==> config.mk <==
export PLATFORM = sky130hd
export DESIGN_NAME = noc_input_buffer
export DESIGN_NICKNAME = d
export VERILOG_FILES = /design/src/rtl/noc_input_buffer.sv
export SDC_FILE = /design/constraint.sdc
export NUM_CORES = 1
export LEC_CHECK = 0
export ABC_AREA = 1
export CAP_MARGIN = 20
export CORE_ASPECT_RATIO = 1.5
export CORE_UTILIZATION = 35
export DETAILED_ROUTE_END_ITERATION = 12
export HOLD_SLACK_MARGIN = 0.06
export PLACE_DENSITY_LB_ADDON = 0.05
export SYNTH_ARGS = -nofsm -noshare
export SYNTH_HDL_FRONTEND = slang
export SYNTH_SLANG_ARGS = --single-unit
==> constraint.sdc <==
create_clock -name clk -period 2.61 [get_ports clk]
set_clock_uncertainty 0.2 [all_clocks]
set_input_delay 0.3915 -clock clk [delete_from_list [all_inputs] [get_ports clk]]
set_output_delay 0.3915 -clock clk [all_outputs]
set_load 0.01 [all_outputs]
==> src/rtl/noc_input_buffer.sv <==
// noc_input_buffer: per-port router input stage.
// Buffers incoming flits in a circular FIFO, tracks the head flit's packet type and length,
// requests the arbiter when a header reaches the head, and drains the packet to the crossbar
// under grant until the tail leaves. Stray body/tail flits seen while idle are discarded.
module noc_input_buffer #(
    parameter int unsigned DEPTH  = 4,
    parameter int unsigned DATA_W = 32
) (
    input  logic              clk,
    input  logic              rst,
    input  logic [DATA_W-1:0] in_flit,
    input  logic              in_valid,
    output logic              in_ready,
    output logic [2:0]        flit_id,
    output logic [11:0]       length,
    output logic              req,
    input  logic              grant,
    output logic [DATA_W-1:0] out_flit,
    output logic              out_valid,
    input  logic              out_ready,
    output logic              drop
);

    localparam int unsigned PTR_W = (DEPTH > 1) ? $clog2(DEPTH) : 1;
    localparam int unsigned CNT_W = PTR_W + 1;

    localparam logic [2:0] ID_NONE = 3'b000;
    localparam logic [2:0] ID_HEAD = 3'b001;
    localparam logic [2:0] ID_TAIL = 3'b100;

    localparam logic [1:0] ST_IDLE = 2'd0;
    localparam logic [1:0] ST_REQ  = 2'd1;
    localparam logic [1:0] ST_XFER = 2'd2;

    // Elaboration-time parameter sanity checks.
    if (DEPTH < 2 || (DEPTH & (DEPTH - 1)) != 0) begin : g_bad_depth
        $error("noc_input_buffer: DEPTH must be a power of two and at least 2");
    end
    if (DATA_W < 16) begin : g_bad_width
        $error("noc_input_buffer: DATA_W must be at least 16");
    end

    // ------------------------------------------------------------------
    // State
    // ------------------------------------------------------------------
    logic [DATA_W-1:0] r_mem [DEPTH];
    logic [PTR_W-1:0]  r_wr_ptr;
    logic [PTR_W-1:0]  r_rd_ptr;
    logic [CNT_W-1:0]  r_count;
    logic [1:0]        r_state;
    logic [11:0]       r_length;

    // ------------------------------------------------------------------
    // Combinational signals
    // ------------------------------------------------------------------
    logic              w_empty;
    logic              w_push;
    logic              w_pop;
    logic              w_xfer;
    logic              w_drop;
    logic [DATA_W-1:0] w_head;
    logic [2:0]        w_head_id;
    logic              w_head_is_hdr;
    logic              w_head_is_tail;
    logic [1:0]        w_state_d;

    // FIFO status and head decode.
    always_comb begin
        w_empty        = (r_count == '0);
        w_head         = r_mem[r_rd_ptr];
        w_head_id      = w_empty ? ID_NONE : w_head[DATA_W-1 -: 3];
        w_head_is_hdr  = (w_head_id == ID_HEAD);
        w_head_is_tail = (w_head_id == ID_TAIL);
    end

    // Handshake decode: pushes, downstream transfers, stray-flit drops and the combined pop.
    always_comb begin
        // No full-bypass: a full FIFO refuses input even while popping.
        in_ready  = (r_count != CNT_W'(DEPTH));
        w_push    = in_valid && in_ready;
        out_valid = (r_state == ST_XFER) && grant && !w_empty;
        w_xfer    = out_valid && out_ready;
        // Anything other than a header at the head while idle is a stray flit.
        w_drop    = (r_state == ST_IDLE) && !w_empty && !w_head_is_hdr;
        w_pop     = w_xfer || w_drop;
    end

    // Packet-level FSM next-state.
    always_comb begin
        w_state_d = r_state;
        case (r_state)
            ST_IDLE: begin
                if (w_head_is_hdr) begin
                    w_state_d = ST_REQ;
                end
            end
            ST_REQ: begin
                if (grant) begin
                    w_state_d = ST_XFER;
                end
            end
            ST_XFER: begin
                // Only the tail leaving ends the packet; losing grant or running dry just stalls.
                if (w_xfer && w_head_is_tail) begin
                    w_state_d = ST_IDLE;
                end
            end
            default: begin
                w_state_d = ST_IDLE;
            end
        endcase
    end

    // FIFO storage write; contents need no reset since the count gates visibility.
    always_ff @(posedge clk) begin
        if (w_push) begin
            r_mem[r_wr_ptr] <= in_flit;
        end
    end

    // FIFO pointers and occupancy count.
    always_ff @(posedge clk) begin
        if (!rst) begin
            r_wr_ptr <= '0;
            r_rd_ptr <= '0;
            r_count  <= '0;
        end else begin
            if (w_push) begin
                r_wr_ptr <= r_wr_ptr + PTR_W'(1);
            end
            if (w_pop) begin
                r_rd_ptr <= r_rd_ptr + PTR_W'(1);
            end
            if (w_push && !w_pop) begin
                r_count <= r_count + CNT_W'(1);
            end else if (!w_push && w_pop) begin
                r_count <= r_count - CNT_W'(1);
            end
        end
    end

    // FSM state register.
    always_ff @(posedge clk) begin
        if (!rst) begin
            r_state <= ST_IDLE;
        end else begin
            r_state <= w_state_d;
        end
    end

    // Length capture: reload whenever a header sits at the head, in any state.
    always_ff @(posedge clk) begin
        if (!rst) begin
            r_length <= '0;
        end else if (w_head_is_hdr) begin
            r_length <= w_head[11:0];
        end
    end

    // Output mapping.
    always_comb begin
        flit_id  = w_head_id;
        out_flit = w_head;
        length   = r_length;
        // Request is held from REQ entry through the whole transfer, including grant gaps.
        req      = (r_state == ST_REQ) || (r_state == ST_XFER);
        drop     = w_drop;
    end

endmodule

==> summary.md <==
| Metric | Value |
|---|---|
| Outcome | finished, final reports clean |
| Largest net degree at the start of global routing | 35 |
| Post-synth cell types | 26 |
| Fin crit share | 96.7% |
| Fin. Hold Viols | 0 |
| Max-Cap Viols | 0 |
| Root buf cell | clkbuf_16 |
| DR iter-0 viols | 154 |
| Global routing's busiest layer | met2 |
| CP max FO | 6 |
| Share of post-route cells with drive strength above 1 | 14.3% |
| Cts hold-fix bufs | 0 |
| Starting Density | 35.7% |
| Die area | 17,500 um^2 |
| RD Place Congestion | 0.751 |
| Synth warnings | 0 |
| Core ar. | 16,700 um^2 |
| Rows | 58 |
| Vias | 3,924 |
| Type of the worst min-delay path | flip-flop to flip-flop |
| Drt drc | 0 |
| Mapped Cells | 478 |
| Worst slew margin relative to its limit | 81.5% |
| Clk slew on worst S/H paths | 0.06 ns |
| CP Launch Type | flip-flop |
| Critical Path RT | 2.02 ns |
| Yosys reg bits | 151 |
| Grt met2 use | 29.2% |
| Max Clk Rate | 396 MHz |
| Vias in the first global route | 3,950 |
| Met1 Resource Use GR | 19.4% |
| H-tree levels | 4 |
| Worst Tran Pin Value | 0.278 ns |
| Worst Setup End Kind | output pin |
| Reg-to-Reg End | r_count[1] |
| Vias per cell | 4.84 |
| CTS sink count | 151 |
| Ant diodes | 0 |
| Io pins | 88 |
| Die Wd | 109 um |
| R2R setup slack | 0.18 ns |
| Filler cells | 1,515 |
| Insertion delay to the later sink of the worst-skew pair | 0.41 ns |
| Setup Viol. Count Final | 0 |
| Die H | 162 um |
| First-pass GRT wire length | 21.3 mm |
| Remaining Overflow, GRT | 0 |
| Crit Path Class | flip-flop to output pin |
| PwrDens | 1190 nW/um^2 |
| Port bufs | 87 |
| Final ANT Viol Nets | 0 |
| Synth Area per Inst | 12.5 um^2 |
| Fin worst setup slack | 0.0849 ns |
| TritonCTS clock tree | built |
| # nets final | 635 |
| CTS Buf Count | 17 |
| Area grow syn2layout | 34.0% |
| Synth Net Count | 526 |
| Initial antenna violation count | 0 |
| Min-delay src | r_count[2] |
| CP arrival | 1.93 ns |
| Final max-slew violation count | 0 |
| Peak supply drop | 0.488 mV |
| Dpl ws | 0.0608 ns |
| Worst hold stages | 2 |
| RSZ-0062 raised after global routing | no |
| Initial DRT Pass Iterations | 5 |
| Final wirelength | 13.7 mm |
| Min cycle time layout | 2.53 ns |
| CTS max path bufs | 2 |
| Detailed-route wire length per cell | 16.9 um |
| R2R cell count | 15 |
| Hold endpoint | r_count[2] |
| HPWL Detailed | 8.81 mm |
| Setup TNS | 0 ns |
| Sequential cell area fraction in the yosys report | 72.3% |
| Met3 usage | 4.13% |
| Leakage | 3.00 nW |
| Mapped Area | 5950 um^2 |
| All-Layer GR Usage | 16.6% |
worst max path at each step:
stage                           from            to  slack [ns]  depth (start not counted)
final                      flip-flop   out_flit[9]        0.08                          5
after global routing       flip-flop  out_flit[18]        0.01                          5
after CTS                  flip-flop   out_flit[4]       -0.06                          6
after detailed placement       grant    r_count[1]        0.06                         13
after global placement         grant    r_count[2]        0.09                         16
after floorplan           r_count[1]   r_mem[0][0]       -0.12                          4
flip-flops by register name, indices dropped and copies added, names as in the netlist, named ones only:
name      count
r_mem       128
length       12
r_count       3
r_rd_ptr      2
r_state       2
r_wr_ptr      2
per-stage QoR:
step	hold WS (ns)	area, um^2	total power [mW]	std cells	utilization, %
floorplan	0.254	5950	5.20	478	-
global placement	0.270	7250	7.11	776	43.4
detailed placement	0.272	7250	7.12	776	43.4
CTS	0.280	7900	9.56	808	47.3
global route	0.299	7980	10.1	810	47.8
finish	0.279	7980	9.49	810	47.8
worst max-delay path: stages, from the launching register on:
cell	delay, ns
dfxtp_2	0.34
inv_2	0.12
buf_4	0.17
o21ai_0	0.11
o22ai_2	0.19
clkdlybuf4s50_1	0.58
layout by cell type (no fill, tap or decap), types with 10 or more instances in the layout:
cell             synthesis  layout
edfxtp_1               128     128
nor2_1                  86      81
clkdlybuf4s50_1          0      61
o21ai_0                 58      58
nand2_1                 40      39
inv_1                   29      29
dfxtp_1                 23      21
o22ai_1                 25      19
clkbuf_16                0      18
a21oi_1                 15      15
dlygate4sd2_1            0      15
buf_4                    1      13
dlymetal6s2s_1           0      11
o21ai_1                 10      10
ha_1                    10      10
logic make-up after synthesis:
family                   after synthesis  synth area share (%)
buffers and inverters                 58                  4.03
XOR/XNOR                               1                 0.147
AO/OA/AOI/OAI                        112                  10.3
AND/OR/NAND/NOR                      145                  10.8
adder cells (fa/ha/maj)               11                  2.44
flip-flops                           151                  72.3
synthesized netlist by cell type:
library cell	n	area, um^2
xor2_1	1	8.76
o22ai_1	25	156
clkbuf_1	13	48.8
nand2_1	40	150
nand3_1	8	40.0
fa_1	1	20.0
a32o_1	4	40.0
inv_2	6	22.5
dfxtp_1	23	460
inv_1	29	109
o21ai_1	10	50.1
nor2_1	86	323
buf_4	1	7.51
nand2_2	2	12.5
nand2_4	2	22.5
nand3_2	3	30.0
buf_2	7	35.0
ha_1	10	125
o21ai_0	58	290
buf_6	1	11.3
inv_4	1	6.26
nand3_4	2	35.0
a21oi_1	15	75.1
nand2_8	1	20.0
nor2_4	1	11.3
edfxtp_1	128	3840
metal layers:
layer,vias to the layer above,wire [um]
met2,93,7380
li1,1905,-
met3,14,547
met4,0,201
met5,-,0
met1,1912,5550
report_power, final:
part	switching (mW)	internal, mW
clock network	0.925	1.50
registers	0.144	2.98
logic	2.22	1.72
cell type report:
| class | instances | area (um^2) | area share [%] |
|---|---|---|---|
| clock inverters | 13 | 155 | 1.94 |
| flip-flops and latches | 151 | 4310 | 54.0 |
| repair buffers | 112 | 1190 | 14.9 |
| multi-input cells | 269 | 1490 | 18.6 |
| inverters | 36 | 145 | 1.82 |
| well taps | 210 | 263 | 3.29 |
| clock buffers | 19 | 433 | 5.42 |
timing repair:
item                                    4_1_cts  5_1_grt
pin swaps                                     0        1
gates resized for setup                      32       19
endpoints found under the setup margin       30       18
cloned                                        0        1
buffers inserted                              0        1
Power figures use the tool's default switching activity.
